`src/rtl/alu_pkg.sv`:
```
// Shared opcodes, funct codes, FSM encoding and decode helper
// for the integer ALU issue / write-back block.
package alu_pkg;

    localparam int XLEN_DEF = 64;

    localparam logic [6:0] OPC_OP     = 7'b0110011;
    localparam logic [6:0] OPC_OP_IMM = 7'b0010011;

    localparam logic [2:0] F3_ADD = 3'b000;
    localparam logic [2:0] F3_SLL = 3'b001;
    localparam logic [2:0] F3_SR  = 3'b101;

    localparam logic [6:0] F7_BASE = 7'b0000000;
    localparam logic [6:0] F7_ALT  = 7'b0100000;

    localparam logic [1:0] S_IDLE  = 2'd0;
    localparam logic [1:0] S_ISSUE = 2'd1;
    localparam logic [1:0] S_WB    = 2'd2;

    // Shift immediates with instr[25] set (shamt >= 32) are rejected.
    function automatic logic instr_legal(input logic [31:0] instr);
        logic [2:0] f3;
        logic [6:0] f7;
        f3 = instr[14:12];
        f7 = instr[31:25];
        instr_legal = 1'b0;
        if (instr[6:0] == OPC_OP) begin
            instr_legal = (f7 == F7_BASE) ||
                          ((f7 == F7_ALT) &&
                           ((f3 == F3_ADD) || (f3 == F3_SR)));
        end else if (instr[6:0] == OPC_OP_IMM) begin
            if (f3 == F3_SLL)
                instr_legal = (f7 == F7_BASE);
            else if (f3 == F3_SR)
                instr_legal = !instr[31] && (instr[29:25] == 5'd0);
            else
                instr_legal = 1'b1;
        end
    endfunction

endpackage

```
`src/rtl/regfile_32x64.sv`:
```
// Integer register file: one synchronous write port, two
// combinational read ports, a debug read port, x0 reads zero.
module regfile_32x64
    import alu_pkg::*;
#(
    parameter int XLEN  = XLEN_DEF,
    parameter int NREGS = 32
) (
    input  logic            clk,
    input  logic            rst_n,
    input  logic            i_we,
    input  logic [4:0]      i_waddr,
    input  logic [XLEN-1:0] i_wdata,
    input  logic [4:0]      i_raddr1,
    output logic [XLEN-1:0] o_rdata1,
    input  logic [4:0]      i_raddr2,
    output logic [XLEN-1:0] o_rdata2,
    input  logic [4:0]      i_dbg_addr,
    output logic [XLEN-1:0] o_dbg_data
);

    logic [XLEN-1:0] r_mem [NREGS];

    always_ff @(posedge clk or negedge rst_n) begin
        if (!rst_n) begin
            for (int i = 0; i < NREGS; i++)
                r_mem[i] <= '0;
        end else if (i_we && (i_waddr != 5'd0)) begin
            r_mem[i_waddr] <= i_wdata;
        end
    end

    assign o_rdata1   = (i_raddr1 == 5'd0) ? '0 : r_mem[i_raddr1];
    assign o_rdata2   = (i_raddr2 == 5'd0) ? '0 : r_mem[i_raddr2];
    assign o_dbg_data = (i_dbg_addr == 5'd0) ? '0 : r_mem[i_dbg_addr];

endmodule

```
`src/rtl/alu_issue_wb.sv`:
```
// Three-state issue / write-back sequencer feeding an external ALU
// and retiring its result into the integer register file.
module alu_issue_wb
    import alu_pkg::*;
#(
    parameter int XLEN  = XLEN_DEF,
    parameter int NREGS = 32
) (
    input  logic            clk,
    input  logic            rst_n,
    input  logic            in_instr_valid,
    input  logic [31:0]     in_instr,
    output logic            out_instr_ready,
    output logic [XLEN-1:0] out_alu_rs1,
    output logic [XLEN-1:0] out_alu_rs2,
    output logic [2:0]      out_alu_funct3,
    output logic            out_alu_funct7,
    input  logic [XLEN-1:0] in_alu_rd,
    output logic            out_wb_valid,
    output logic [4:0]      out_wb_addr,
    output logic [XLEN-1:0] out_wb_data,
    output logic            out_illegal,
    input  logic [4:0]      in_dbg_addr,
    output logic [XLEN-1:0] out_dbg_data
);

    logic [1:0]      r_state;
    logic [XLEN-1:0] r_rs1;
    logic [XLEN-1:0] r_rs2;
    logic [XLEN-1:0] r_res;
    logic [2:0]      r_f3;
    logic            r_f7;
    logic [4:0]      r_rd;
    logic            r_illegal;

    logic            w_accept;
    logic            w_legal;
    logic            w_is_op;
    logic            w_f7;
    logic            w_we;
    logic [XLEN-1:0] w_rs1_val;
    logic [XLEN-1:0] w_rs2_val;
    logic [XLEN-1:0] w_imm;

    assign out_instr_ready = (r_state == S_IDLE);
    assign w_accept = in_instr_valid && out_instr_ready;
    assign w_legal  = instr_legal(in_instr);
    assign w_is_op  = (in_instr[6:0] == OPC_OP);
    assign w_imm    = {{(XLEN-12){in_instr[31]}}, in_instr[31:20]};

    // Only SRAI carries the alternate bit among immediates.
    assign w_f7 = w_is_op ? in_instr[30]
                          : ((in_instr[14:12] == F3_SR) && in_instr[30]);

    assign w_we = (r_state == S_ISSUE) && (r_rd != 5'd0);

    regfile_32x64 #(
        .XLEN  (XLEN),
        .NREGS (NREGS)
    ) u_rf (
        .clk        (clk),
        .rst_n      (rst_n),
        .i_we       (w_we),
        .i_waddr    (r_rd),
        .i_wdata    (in_alu_rd),
        .i_raddr1   (in_instr[19:15]),
        .o_rdata1   (w_rs1_val),
        .i_raddr2   (in_instr[24:20]),
        .o_rdata2   (w_rs2_val),
        .i_dbg_addr (in_dbg_addr),
        .o_dbg_data (out_dbg_data)
    );

    always_ff @(posedge clk or negedge rst_n) begin
        if (!rst_n) begin
            r_state   <= S_IDLE;
            r_rs1     <= '0;
            r_rs2     <= '0;
            r_res     <= '0;
            r_f3      <= '0;
            r_f7      <= 1'b0;
            r_rd      <= '0;
            r_illegal <= 1'b0;
        end else begin
            r_illegal <= 1'b0;
            case (r_state)
                S_IDLE: begin
                    if (w_accept && w_legal) begin
                        r_rs1   <= w_rs1_val;
                        r_rs2   <= w_is_op ? w_rs2_val : w_imm;
                        r_f3    <= in_instr[14:12];
                        r_f7    <= w_f7;
                        r_rd    <= in_instr[11:7];
                        r_state <= S_ISSUE;
                    end else if (w_accept) begin
                        r_illegal <= 1'b1;
                    end
                end
                S_ISSUE: begin
                    r_res   <= in_alu_rd;
                    r_state <= S_WB;
                end
                S_WB:    r_state <= S_IDLE;
                default: r_state <= S_IDLE;
            endcase
        end
    end

    assign out_alu_rs1    = r_rs1;
    assign out_alu_rs2    = r_rs2;
    assign out_alu_funct3 = r_f3;
    assign out_alu_funct7 = r_f7;
    assign out_illegal    = r_illegal;

    assign out_wb_valid = (r_state == S_WB) && (r_rd != 5'd0);
    assign out_wb_addr  = out_wb_valid ? r_rd : 5'd0;
    assign out_wb_data  = out_wb_valid ? r_res : '0;

endmodule

```
`config.mk`:
```
export PLATFORM = sky130hd
export DESIGN_NAME = alu_issue_wb
export DESIGN_NICKNAME = d
export VERILOG_FILES = /design/src/rtl/alu_pkg.sv /design/src/rtl/regfile_32x64.sv /design/src/rtl/alu_issue_wb.sv
export SDC_FILE = /design/constraint.sdc
export NUM_CORES = 2
export LEC_CHECK = 0
export CORE_ASPECT_RATIO = 1.1
export CORE_MARGIN = 1
export CORE_UTILIZATION = 40
export DETAILED_ROUTE_END_ITERATION = 7
export GPL_TIMING_DRIVEN = 1
export PLACE_DENSITY = 0.54
export SETUP_SLACK_MARGIN = 0.2
export SYNTH_ARGS = -nofsm -noshare
export SYNTH_HDL_FRONTEND = slang
export SYNTH_SLANG_ARGS = --single-unit
```
`constraint.sdc`:
```
create_clock -name clk -period 7.1 [get_ports clk]
set_clock_uncertainty 0.2 [all_clocks]
set_input_delay 0.71 -clock clk [delete_from_list [all_inputs] [get_ports clk]]
set_output_delay 0.71 -clock clk [all_outputs]
set_load 0.01 [all_outputs]
```
==> summary.md <==
| Metric | Value |
|---|---|
| CTS Root Cell | `clkbuf_16` |
| Tmin final | `5.77 ns` |
| Post-route ant nets | `0` |
| Fraction of layout cells with a size suffix above 1 | `around 48%` |
| TritonRoute pass-1 iters | `7` |
| Die Wd | `between 500 and 600 µm` |
| Outcome | `finished clean` |
| Mapped Area | `between 0.1 and 0.15 mm²` |
| DP HPWL | `around 290 mm` |
| Cell count after synthesis | `between 8000 and 9000` |
| Most common cell after layout, fill and taps aside | `dfrtp_1` |
| Layout Nets | `between 8000 and 9000` |
| Switching power | `approximately 0.0085 W` |
| Crit-path max FO | `37` |
| Max Cap Viol | `0` |
| Port Buf Inserts | `roughly 370` |
| Pwr Density | `213 mW/mm²` |
| Endpoints failing hold | `0` |
| Total Routed Length | `511 mm` |
| CTS tree | `yes` |
| Core area | `0.328 mm²` |
| Clk buf depth | `4` |
| Max VDD drop | `~0.16 mV` |
| Crit path launch type | `primary input` |
| Gpl congestion | `roughly 0.83` |
| P_int | `0.0234 W` |
| Hold_ws | `0.131 ns` |
| Worst endpoint data arrival time | `4.86 ns` |
| Most frequent CP cell | `buf_4` |
| RSZ-0062 raised after global routing | `no` |
| Reg2Reg Depth | `6` |
| Seq pwr share | `between 40% and 50%` |
| CTS Buf Count | `roughly 280` |
| Synth-to-Final Area Change | `13.0%` |
| Worst Setup End Kind | `primary output` |
| Initial antenna violation count | `22` |
| Critical path class | `primary input to primary output` |
| Initial DRC count | `between 9000 and 10000` |
| Final setup viols | `0` |
| Worst-Margin Slew | `1.43 ns` |
| Setup TNS | `0 ns` |
| Vias in the first global route | `around 94000` |
| Worst Hold Class | `primary input to flip-flop` |
| DR vias/cell | `roughly 7` |
| I/O pin count | `approximately 370` |
| Largest net degree at the start of global routing | `approximately 160` |
| Worst-path clk slew | `about 0.060 ns` |
| EDFF count, synth | `0` |
| Die H | `605 µm` |
| FP Rows | `between 200 and 250` |
| Gr usage total | `between 30 and 40%` |
| Die area | `0.333 mm²` |
| Routed WL per cell | `38.2 µm` |
| Max-slew violations | `0` |
| Clock Sinks | `between 2000 and 2500` |
| Clock Latency Late Sink | `just over 0.9 ns` |
| DRC Markers | `0` |
| Synth Register Bits | `between 2000 and 2500` |
| Comb power frac | `around 12%` |
| Top_reg_cell synth | `dfrtp_1` |
| Most frequent cells in the layout | `dfrtp_1, mux2_2, mux4_2` |
| Slowest CP cell | `nor3_1` |
| Synth cell types | `between 60 and 70` |
| First-pass GRT wire length | `~730 mm` |
| Synth warnings | `0` |
| P_leak | `62.2 nW` |
| Slew Limit Headroom | `around 4.2%` |
| Fin crit share | `between 80% and 90%` |
| Async set-reset flop share out of synthesis | `between 90% and 100%` |
| Via Count | `between 90000 and 100k` |
| Synth Net Count | `a little over 9000` |
| Seq/Total Area, Yosys | `a little over two fifths` |
| GRT overflow | `0` |
| Worst EP required | `between 6 and 7 ns` |
| Clock group share of total power | `a little under half` |
| Initial Utilization | `a little over 40%` |
| Mapped Avg Cell Area | `between 10 and 15 µm²` |
| Switching share of power | `a little over a quarter` |
| Worst hold stages | `3` |
| Peak per-stage delay on the critical path | `roughly 1.2 ns` |
| Critical path cell sequence | `buf_8, buf_4, buf_4, a221oi_1, nor3_1, clkdlybuf4s50_1` |
| # H-tree levels | `5` |
| Max Fclk | `between 150 and 200 MHz` |
==> power by group through the flow <==
stage	sequential, W	clock [W]	combinational [W]
after detailed placement	0.0138	0	0.00371
after CTS	0.0136	0.0148	0.00372
final	0.0136	0.0146	0.00371
after global routing	0.0136	0.0153	0.00391
after global placement	0.0138	0	0.00368
after floorplan	0.0137	0	0.00218
==> final cells by class <==
cell class	count	area, µm²
antenna	13	32.5
timing repair buffer	635	6580
fill	28800	178000
clock inverter	90	1060
multi-input combinational	5646	71600
tap	4329	5420
inverter	15	76.3
clock buffer	401	8080
sequential	2252	56400
==> metal layers <==
metal  up-vias  wire length [µm]  part of all wire, %  GRT usage [%]
met5         -               215                0.042          0.245
met1     49700            204000                   40           40.7
met3      1148             42400                  8.3           6.22
met4        20             25600                  5.0           14.2
li1      35500                 -                    -              -
met2      4801            239000                   47           48.1
==> kinds of logic after synthesis <==
group | share of synthesized area, %
multiplexers | 45.9
flip-flops | 42.7
buffers and inverters | 3.43
AO/OA/AOI/OAI | 5.44
AND/OR/NAND/NOR | 2.63
==> synthesized netlist by cell type (all sizes together), types with 15 or more instances <==
cell	n	area (µm²)
o21ai	175	876
clkbuf	767	2880
nand3	15	87.6
o22ai	62	388
nor3	66	330
a211oi	28	210
nor2b	26	163
dfrtp	2252	56400
a22oi	162	1220
and2	78	488
mux2i	500	5000
o221a	52	586
a221oi	72	631
mux4	1390	31300
a211o	41	359
a21oi	115	576
nand2b	63	394
nor2	72	270
o22a	54	473
nor4bb	53	531
o221ai	164	1440
nand2	160	603
buf	313	1590
nand4	54	338
mux2	2156	24300
==> worst paths after layout <==
| path | from | end | slack, ns |
|---|---|---|---|
| max | in_dbg_addr[3] | out_dbg_data[63] | 1.33 |
| min | in_instr[8] | r_rd[1]$_DFFE_PN0P_ | 0.13 |
| max reg2reg | r_state[1]$_DFFE_PN0P_ | u_rf.r_mem[550]$_DFFE_PN0P_ | 2.32 |
| min reg2reg | u_rf.r_mem[1988]$_DFFE_PN0P_ | u_rf.r_mem[1988]$_DFFE_PN0P_ | 0.20 |
| max in group asynchronous | rst_n | u_rf.r_mem[1448]$_DFFE_PN0P_ | 4.39 |
| min in group asynchronous | rst_n | u_rf.r_mem[1079]$_DFFE_PN0P_ | 0.21 |
==> state kept, by name (all words and copies together), names as in the netlist <==
| register | flops |
|---|---|
| u_rf.r_mem | 2048 |
| out_alu_funct3 | 3 |
| out_alu_rs2 | 64 |
| out_alu_funct7 | 1 |
| r_state | 2 |
| r_res | 64 |
| out_illegal | 1 |
| r_rd | 5 |
| out_alu_rs1 | 64 |
==> per-stage QoR <==
| stage | setup slack [ns] | area [µm²] | cells | power [W] | utilization, % |
|---|---|---|---|---|---|
| after detailed placement | 1.64 | 140000 | 12900 | 0.0175 | 42.8 |
| after CTS | 1.64 | 149000 | 13400 | 0.0321 | 45.5 |
| after global placement | 1.57 | 140000 | 12900 | 0.0174 | 42.8 |
| after floorplan | 3.51 | 132000 | 8993 | 0.0158 | - |
| after global routing | 1.55 | 149000 | 13400 | 0.0328 | 45.5 |
| final | 1.33 | 149000 | 13400 | 0.0319 | 45.6 |
==> timing repair <==
item,4_1_cts,5_1_grt
buffers inserted,0,0
hold endpoints to repair,112,0
hold buffers,1,0
gates resized for setup,0,0
==> critical path, delay by kind of cell <==
family	cells	cell delay, ns
AO/OA/AOI/OAI	1	0.25
buffers and inverters	4	2.61
AND/OR/NAND/NOR	1	1.15
(Power assumes the default switching activity.)
